--- src/rtl/chirp_band_sequencer.sv ---
`default_nettype none
// ============================================================================
//  Module   : chirp_band_sequencer
//  Purpose  : Steps an external band selector through a captured band mask.
//             Each selected band is dwelled on for a fixed number of cycles.
//             Complete passes through the mask (sweeps) are counted, and the
//             sequence can run for a set number of sweeps or indefinitely.
//  Ports    : clk, reset_n (sync, active-low)
//             start/abort            - sequence control
//             cfg_bands/dwell/sweeps - configuration, captured on accepted start
//             sel_latch_input, sel_update_band, sel_to_use_bands -> selector
//             sel_band, sel_ready    <- selector
//             band, band_valid, sweep_count, busy, done, cfg_err - status
//  Revision : 1.0  initial release
// ============================================================================
module chirp_band_sequencer #(
    parameter int MAX_BANDS   = 64,
    parameter int BAND_WIDTH  = 6,
    parameter int DWELL_WIDTH = 16,
    parameter int SWEEP_WIDTH = 8
) (
    input  logic                   clk,
    input  logic                   reset_n,
    input  logic                   start,
    input  logic                   abort,
    input  logic [MAX_BANDS-1:0]   cfg_bands,
    input  logic [DWELL_WIDTH-1:0] cfg_dwell,
    input  logic [SWEEP_WIDTH-1:0] cfg_sweeps,
    output logic                   sel_latch_input,
    output logic                   sel_update_band,
    output logic [MAX_BANDS-1:0]   sel_to_use_bands,
    input  logic [BAND_WIDTH-1:0]  sel_band,
    input  logic                   sel_ready,
    output logic [BAND_WIDTH-1:0]  band,
    output logic                   band_valid,
    output logic [SWEEP_WIDTH-1:0] sweep_count,
    output logic                   busy,
    output logic                   done,
    output logic                   cfg_err
);

    typedef enum logic [2:0] {
        ST_IDLE     = 3'd0,
        ST_LOAD     = 3'd1,
        ST_WAIT_SEL = 3'd2,
        ST_DWELL    = 3'd3,
        ST_STEP     = 3'd4,
        ST_DONE     = 3'd5
    } state_t;

    state_t                 r_state;
    state_t                 w_state_next;

    logic [MAX_BANDS-1:0]   r_mask;
    logic [DWELL_WIDTH-1:0] r_dwell_cfg;
    logic [SWEEP_WIDTH-1:0] r_sweeps_cfg;
    logic [DWELL_WIDTH-1:0] r_dwell_cnt;
    logic [BAND_WIDTH-1:0]  r_band;
    logic [SWEEP_WIDTH-1:0] r_sweep_count;
    logic                   r_cfg_err;
    // First WAIT_SEL cycle: the selector's ready flag still reflects the
    // previous request, so it must not be trusted yet.
    logic                   r_wait_first;
    // Remembers whether the current WAIT_SEL was entered from STEP (wrap
    // detection applies) or from LOAD (first band of the sequence).
    logic                   r_after_step;

    logic                   w_accept;
    logic                   w_reject;
    logic                   w_take_band;
    logic                   w_wrap;
    logic [SWEEP_WIDTH-1:0] w_sweep_inc;

    // Saturating increment: continuous runs park at all-ones.
    assign w_sweep_inc = (r_sweep_count == '1) ? r_sweep_count
                                               : r_sweep_count + SWEEP_WIDTH'(1);

    // ------------------------------------------------------------------
    // State register
    // ------------------------------------------------------------------
    always_ff @(posedge clk) begin
        if (!reset_n) begin
            r_state <= ST_IDLE;
        end else begin
            r_state <= w_state_next;
        end
    end

    // ------------------------------------------------------------------
    // Next-state and control strobes
    // ------------------------------------------------------------------
    always_comb begin
        w_state_next = r_state;
        w_accept     = 1'b0;
        w_reject     = 1'b0;
        w_take_band  = 1'b0;
        w_wrap       = 1'b0;

        if (abort) begin
            w_state_next = ST_IDLE;
        end else begin
            case (r_state)
                ST_IDLE: begin
                    if (start) begin
                        if (cfg_bands != '0) begin
                            w_accept     = 1'b1;
                            w_state_next = ST_LOAD;
                        end else begin
                            w_reject     = 1'b1;
                        end
                    end
                end
                ST_LOAD: begin
                    w_state_next = ST_WAIT_SEL;
                end
                ST_WAIT_SEL: begin
                    if (!r_wait_first && sel_ready) begin
                        // A new band at or below the current one means the
                        // selector has gone round the mask once more.
                        if (r_after_step && (sel_band <= r_band)) begin
                            w_wrap = 1'b1;
                        end
                        if (w_wrap && (r_sweeps_cfg != '0) &&
                            (w_sweep_inc == r_sweeps_cfg)) begin
                            w_state_next = ST_DONE;
                        end else begin
                            w_take_band  = 1'b1;
                            w_state_next = ST_DWELL;
                        end
                    end
                end
                ST_DWELL: begin
                    if (r_dwell_cnt == DWELL_WIDTH'(1)) begin
                        w_state_next = ST_STEP;
                    end
                end
                ST_STEP: begin
                    w_state_next = ST_WAIT_SEL;
                end
                ST_DONE: begin
                    w_state_next = ST_IDLE;
                end
                default: begin
                    w_state_next = ST_IDLE;
                end
            endcase
        end
    end

    // ------------------------------------------------------------------
    // Datapath registers
    // ------------------------------------------------------------------
    always_ff @(posedge clk) begin
        if (!reset_n) begin
            r_mask        <= '0;
            r_dwell_cfg   <= '0;
            r_sweeps_cfg  <= '0;
            r_dwell_cnt   <= '0;
            r_band        <= '0;
            r_sweep_count <= '0;
            r_cfg_err     <= 1'b0;
            r_wait_first  <= 1'b0;
            r_after_step  <= 1'b0;
        end else begin
            r_cfg_err    <= w_reject;
            r_wait_first <= (r_state == ST_LOAD) || (r_state == ST_STEP);

            if (r_state == ST_LOAD) begin
                r_after_step <= 1'b0;
            end else if (r_state == ST_STEP) begin
                r_after_step <= 1'b1;
            end

            if (w_accept) begin
                r_mask        <= cfg_bands;
                // A zero dwell still gives each band one valid cycle.
                r_dwell_cfg   <= (cfg_dwell == '0) ? DWELL_WIDTH'(1) : cfg_dwell;
                r_sweeps_cfg  <= cfg_sweeps;
                r_sweep_count <= '0;
            end

            if (w_wrap) begin
                r_sweep_count <= w_sweep_inc;
            end

            if (w_take_band) begin
                r_band      <= sel_band;
                r_dwell_cnt <= r_dwell_cfg;
            end else if (r_state == ST_DWELL) begin
                r_dwell_cnt <= r_dwell_cnt - DWELL_WIDTH'(1);
            end
        end
    end

    // ------------------------------------------------------------------
    // Outputs
    // ------------------------------------------------------------------
    assign sel_latch_input  = (r_state == ST_LOAD);
    assign sel_update_band  = (r_state == ST_STEP);
    assign sel_to_use_bands = r_mask;
    assign band             = r_band;
    assign band_valid       = (r_state == ST_DWELL);
    assign sweep_count      = r_sweep_count;
    assign busy             = (r_state != ST_IDLE);
    assign done             = (r_state == ST_DONE);
    assign cfg_err          = r_cfg_err;

endmodule
`default_nettype wire

--- config.mk ---
export PLATFORM = sky130hd
export DESIGN_NAME = chirp_band_sequencer
export DESIGN_NICKNAME = d
export VERILOG_FILES = /design/src/rtl/chirp_band_sequencer.sv
export SDC_FILE = /design/constraint.sdc
export NUM_CORES = 1
export LEC_CHECK = 0
export CORE_ASPECT_RATIO = 1.1
export CORE_UTILIZATION = 48
export CTS_BUF_LIST = sky130_fd_sc_hd__clkbuf_2
export CTS_CLUSTER_DIAMETER = 40
export DETAILED_ROUTE_END_ITERATION = 8
export GPL_ROUTABILITY_DRIVEN = 0
export PLACE_DENSITY = 0.92
export SLEW_MARGIN = 20
export SYNTH_ARGS = -nofsm -noshare
export SYNTH_HDL_FRONTEND = slang
export SYNTH_SLANG_ARGS = --single-unit
--- constraint.sdc ---
create_clock -name clk -period 2.77 [get_ports clk]
set_input_delay 0.277 -clock clk [delete_from_list [all_inputs] [get_ports clk]]
set_output_delay 0.277 -clock clk [all_outputs]
set_load 0.02 [all_outputs]
==> run summary <==
outcome: finished clean
pwr dens: 495.7 nW/um2
Max Cap Viol: 0
grt ovf: 0
Async S/R FF share, synth: 0%
clock slew at reported path FFs: 0.19 ns
RR Endpoint: r_state[2]
number of cell rows: 41
synth cell count leaders: 212 x nand2_1, 124 x dfxtp_1, 97 x a21oi_1
Post-Syn Nets: 825
Yosys warnings: 0
hold buffer count at CTS: 0
Die Ht: 115.4 um
DRC viols: 0
IR drop worst, VDD: 0.3778 mV
Final Hold Viols: 0
count leader, synth: nand2_1
Hold Crit Endpoint: r_sweeps_cfg[5]
Worst Path Arrival: 3.22 ns
WS Path Type: flip-flop to flip-flop
Placed Cells: 1025
Cell Count, Final, Fillers Out: 1058
Overall Power: 3962 uW
Fillers: 861
Starting DRT DRC Count: 384
post-synthesis instance area: 5610 um2
clock skew: 0.02762 ns
Worst EP required: 3.45 ns
Final ANT Viol Nets: 0
CP Max Fanout: 10
Reg2Reg Depth: 7
Via density: 5.485
n_diodes: 0
drt first pass iters: 5
hold path depth: 3
unique cell type count in the Yosys netlist: 58
Leak: 0.002851 uW
CP max-delay cell: dfxtp_1
number of synthesized flops with an enable pin: 0
initial antenna violation count: 0
CP Launch Type: flip-flop
synthesized netlist cell count: 717
setup_tns: 0 ns
vias in the first global route: 5400
R2R Setup Slk: 0.23 ns
sequential-to-total area share from yosys stat: 44.25%
final hold slack: 0.09359 ns
wire per inst: 15.30 um
fin. max-slew vios: 0
clk_lat worst skew: 0.73 ns
layout cells sized above 1: 7.489%
clock sink count: 124
actual slew at the worst max-slew pin: 0.7173 ns
first-pass GRT wire length: 25.37 mm
post-synth top area cell: dfxtp_1
H-tree depth: 4
Tmin final: 2.539 ns
top post-synthesis cells by area: dfxtp_1 44%, nand2_1 14%, a21oi_1 8.7%
Largest stage delay, worst path: 0.57 ns
worst r2r src: sweep_count[3]
wirelength, routed: 16.18 mm
Synth Area per Inst: 7.825 um2
total track usage: 27.10%
post-synthesis register bit count: 124
Die X: 105.1 um
Top delay family on crit path: compound AO/OA/AOI/OAI gates
Slew headroom: 51.92%
CP cell instances: xor2_1 > o31a_1 > nand3_1 > a311oi_1 > nand4_1 > o31ai_1 > and3_1
Buf/Inv on CP: 0
deepest clock path buffer count: 2
CTS tree: done
Reg area: 2485 um2
Die ar.: 12130 um2
Main synth FF type: dfxtp_1
I/O pin cnt: 183
HP Start: cfg_sweeps[5]
area delta synth->final: 42.46%
area of the multi-input gates: 2858 um2
Final Setup Violations: 0
period utilisation layout: 91.67%
Fmax: 393.8 MHz
hpwl dp: 11.66 mm
Via Count: 5803
CP Capture Type: flip-flop
largest net degree at the start of global routing: 96
number of buffers created by CTS: 17
PortBufs: 182
Core Area: 11440 um2
Hold WC Path Type: input port to flip-flop
RSZ-0062 raised after global routing: false
Synth top area share: 44.25%
Clock Tree Root: clkbuf_2
Initial Util: 49.04%
fin nets: 1003
==> cell usage in the layout, fill, tap and decap left out, types with 5 or more instances in the layout <==
master and instances:
clkbuf_2 21, inv_1 16, nand2_1 212, a21oi_1 97
clkdlybuf4s50_1 182, o311a_1 6, nand4_1 9, and3_1 6
mux2i_1 12, buf_12 6, xor2_1 5, bufinv_16 6
nand3_1 11, nor2_1 28, ha_1 9, nor4_1 26
nor3_1 13, buf_4 18, dfxtp_1 122, xnor2_1 13
a311oi_1 5, o21ai_1 6
==> how the worst max path moves through the flow <==
stage	slack, ns	to	cells past startpoint	start
finish	0.23	r_state[2]	7	sweep_count[3]
global route	0.07	r_state[2]	7	sweep_count[3]
CTS	0.17	r_dwell_cnt[2]	7	sweep_count[2]
detailed placement	-0.12	r_dwell_cfg[0]	10	cfg_bands[2]
global placement	-0.04	sweep_count[4]	9	cfg_bands[2]
floorplan	0.14	r_dwell_cnt[14]	11	sweep_count[0]
==> state kept, by name (all words and copies together), names as in the netlist <==
| register | count |
|---|---|
| sel_to_use_bands | 64 |
| r_state | 3 |
| cfg_err | 1 |
| r_sweeps_cfg | 8 |
| r_after_step | 1 |
| r_dwell_cnt | 16 |
| r_wait_first | 1 |
| band | 6 |
| sweep_count | 8 |
| r_dwell_cfg | 16 |
==> power by group <==
part,internal [uW],switching (uW)
combinational,297,292
sequential,1850,42.3
clock,789,689
total,2940,1020
==> routing by layer <==
metal / vias to the layer above / global-route usage [%] / part of all wire (%) / routed length [um]
met5: - / 0 / 0 / 0
met4: 0 / 15.12 / 3.6 / 583
met3: 46 / 10.43 / 9.3 / 1503
met2: 242 / 47.33 / 49 / 7978
met1: 2668 / 28.21 / 38 / 6117
li1: 2847 / - / - / -
==> per-stage QoR <==
step	util [%]	cell area [um2]	setup slack (ns)
floorplan	-	5610	0.1364
global placement	66.86	7649	-0.04135
detailed placement	66.86	7649	-0.1189
CTS	69.67	7970	0.1663
global route	69.87	7993	0.06564
finish	69.87	7993	0.2307
==> kinds of logic after synthesis <==
group / count (synthesis) / share of synthesized area [%]
xor+xnor: 18 / 2.810
buf+inv: 64 / 4.929
simple gates: 342 / 27.77
mux: 13 / 2.342
compound gates: 147 / 15.90
fa+ha+maj: 9 / 2.007
flops: 124 / 44.25
==> timing repair <==
item / CTS / global route
gates resized for setup: 0 / 2
endpoints found under the setup margin: 0 / 15
hold endpoints to repair: 0 / 0
buffers inserted: 0 / 1
==> worst register-to-register path, stage by stage, from the launching register on <==
cell and delay, ns:
dfxtp_1 0.57, xor2_1 0.38, o31a_1 0.23, nand3_1 0.09, a311oi_1 0.46, nand4_1 0.33, o31ai_1 0.27, and3_1 0.18
==> layout make-up <==
cell class / instances / area share (%)
clock buffers: 21 / 1.315
flip-flops and latches: 124 / 31.09
clock inverters: 11 / 2.708
multi-input cells: 529 / 35.75
well taps: 150 / 2.348
repair buffers: 206 / 25.99
inverters: 17 / 0.7984
Note: power is estimated with default switching activity, not from simulation.
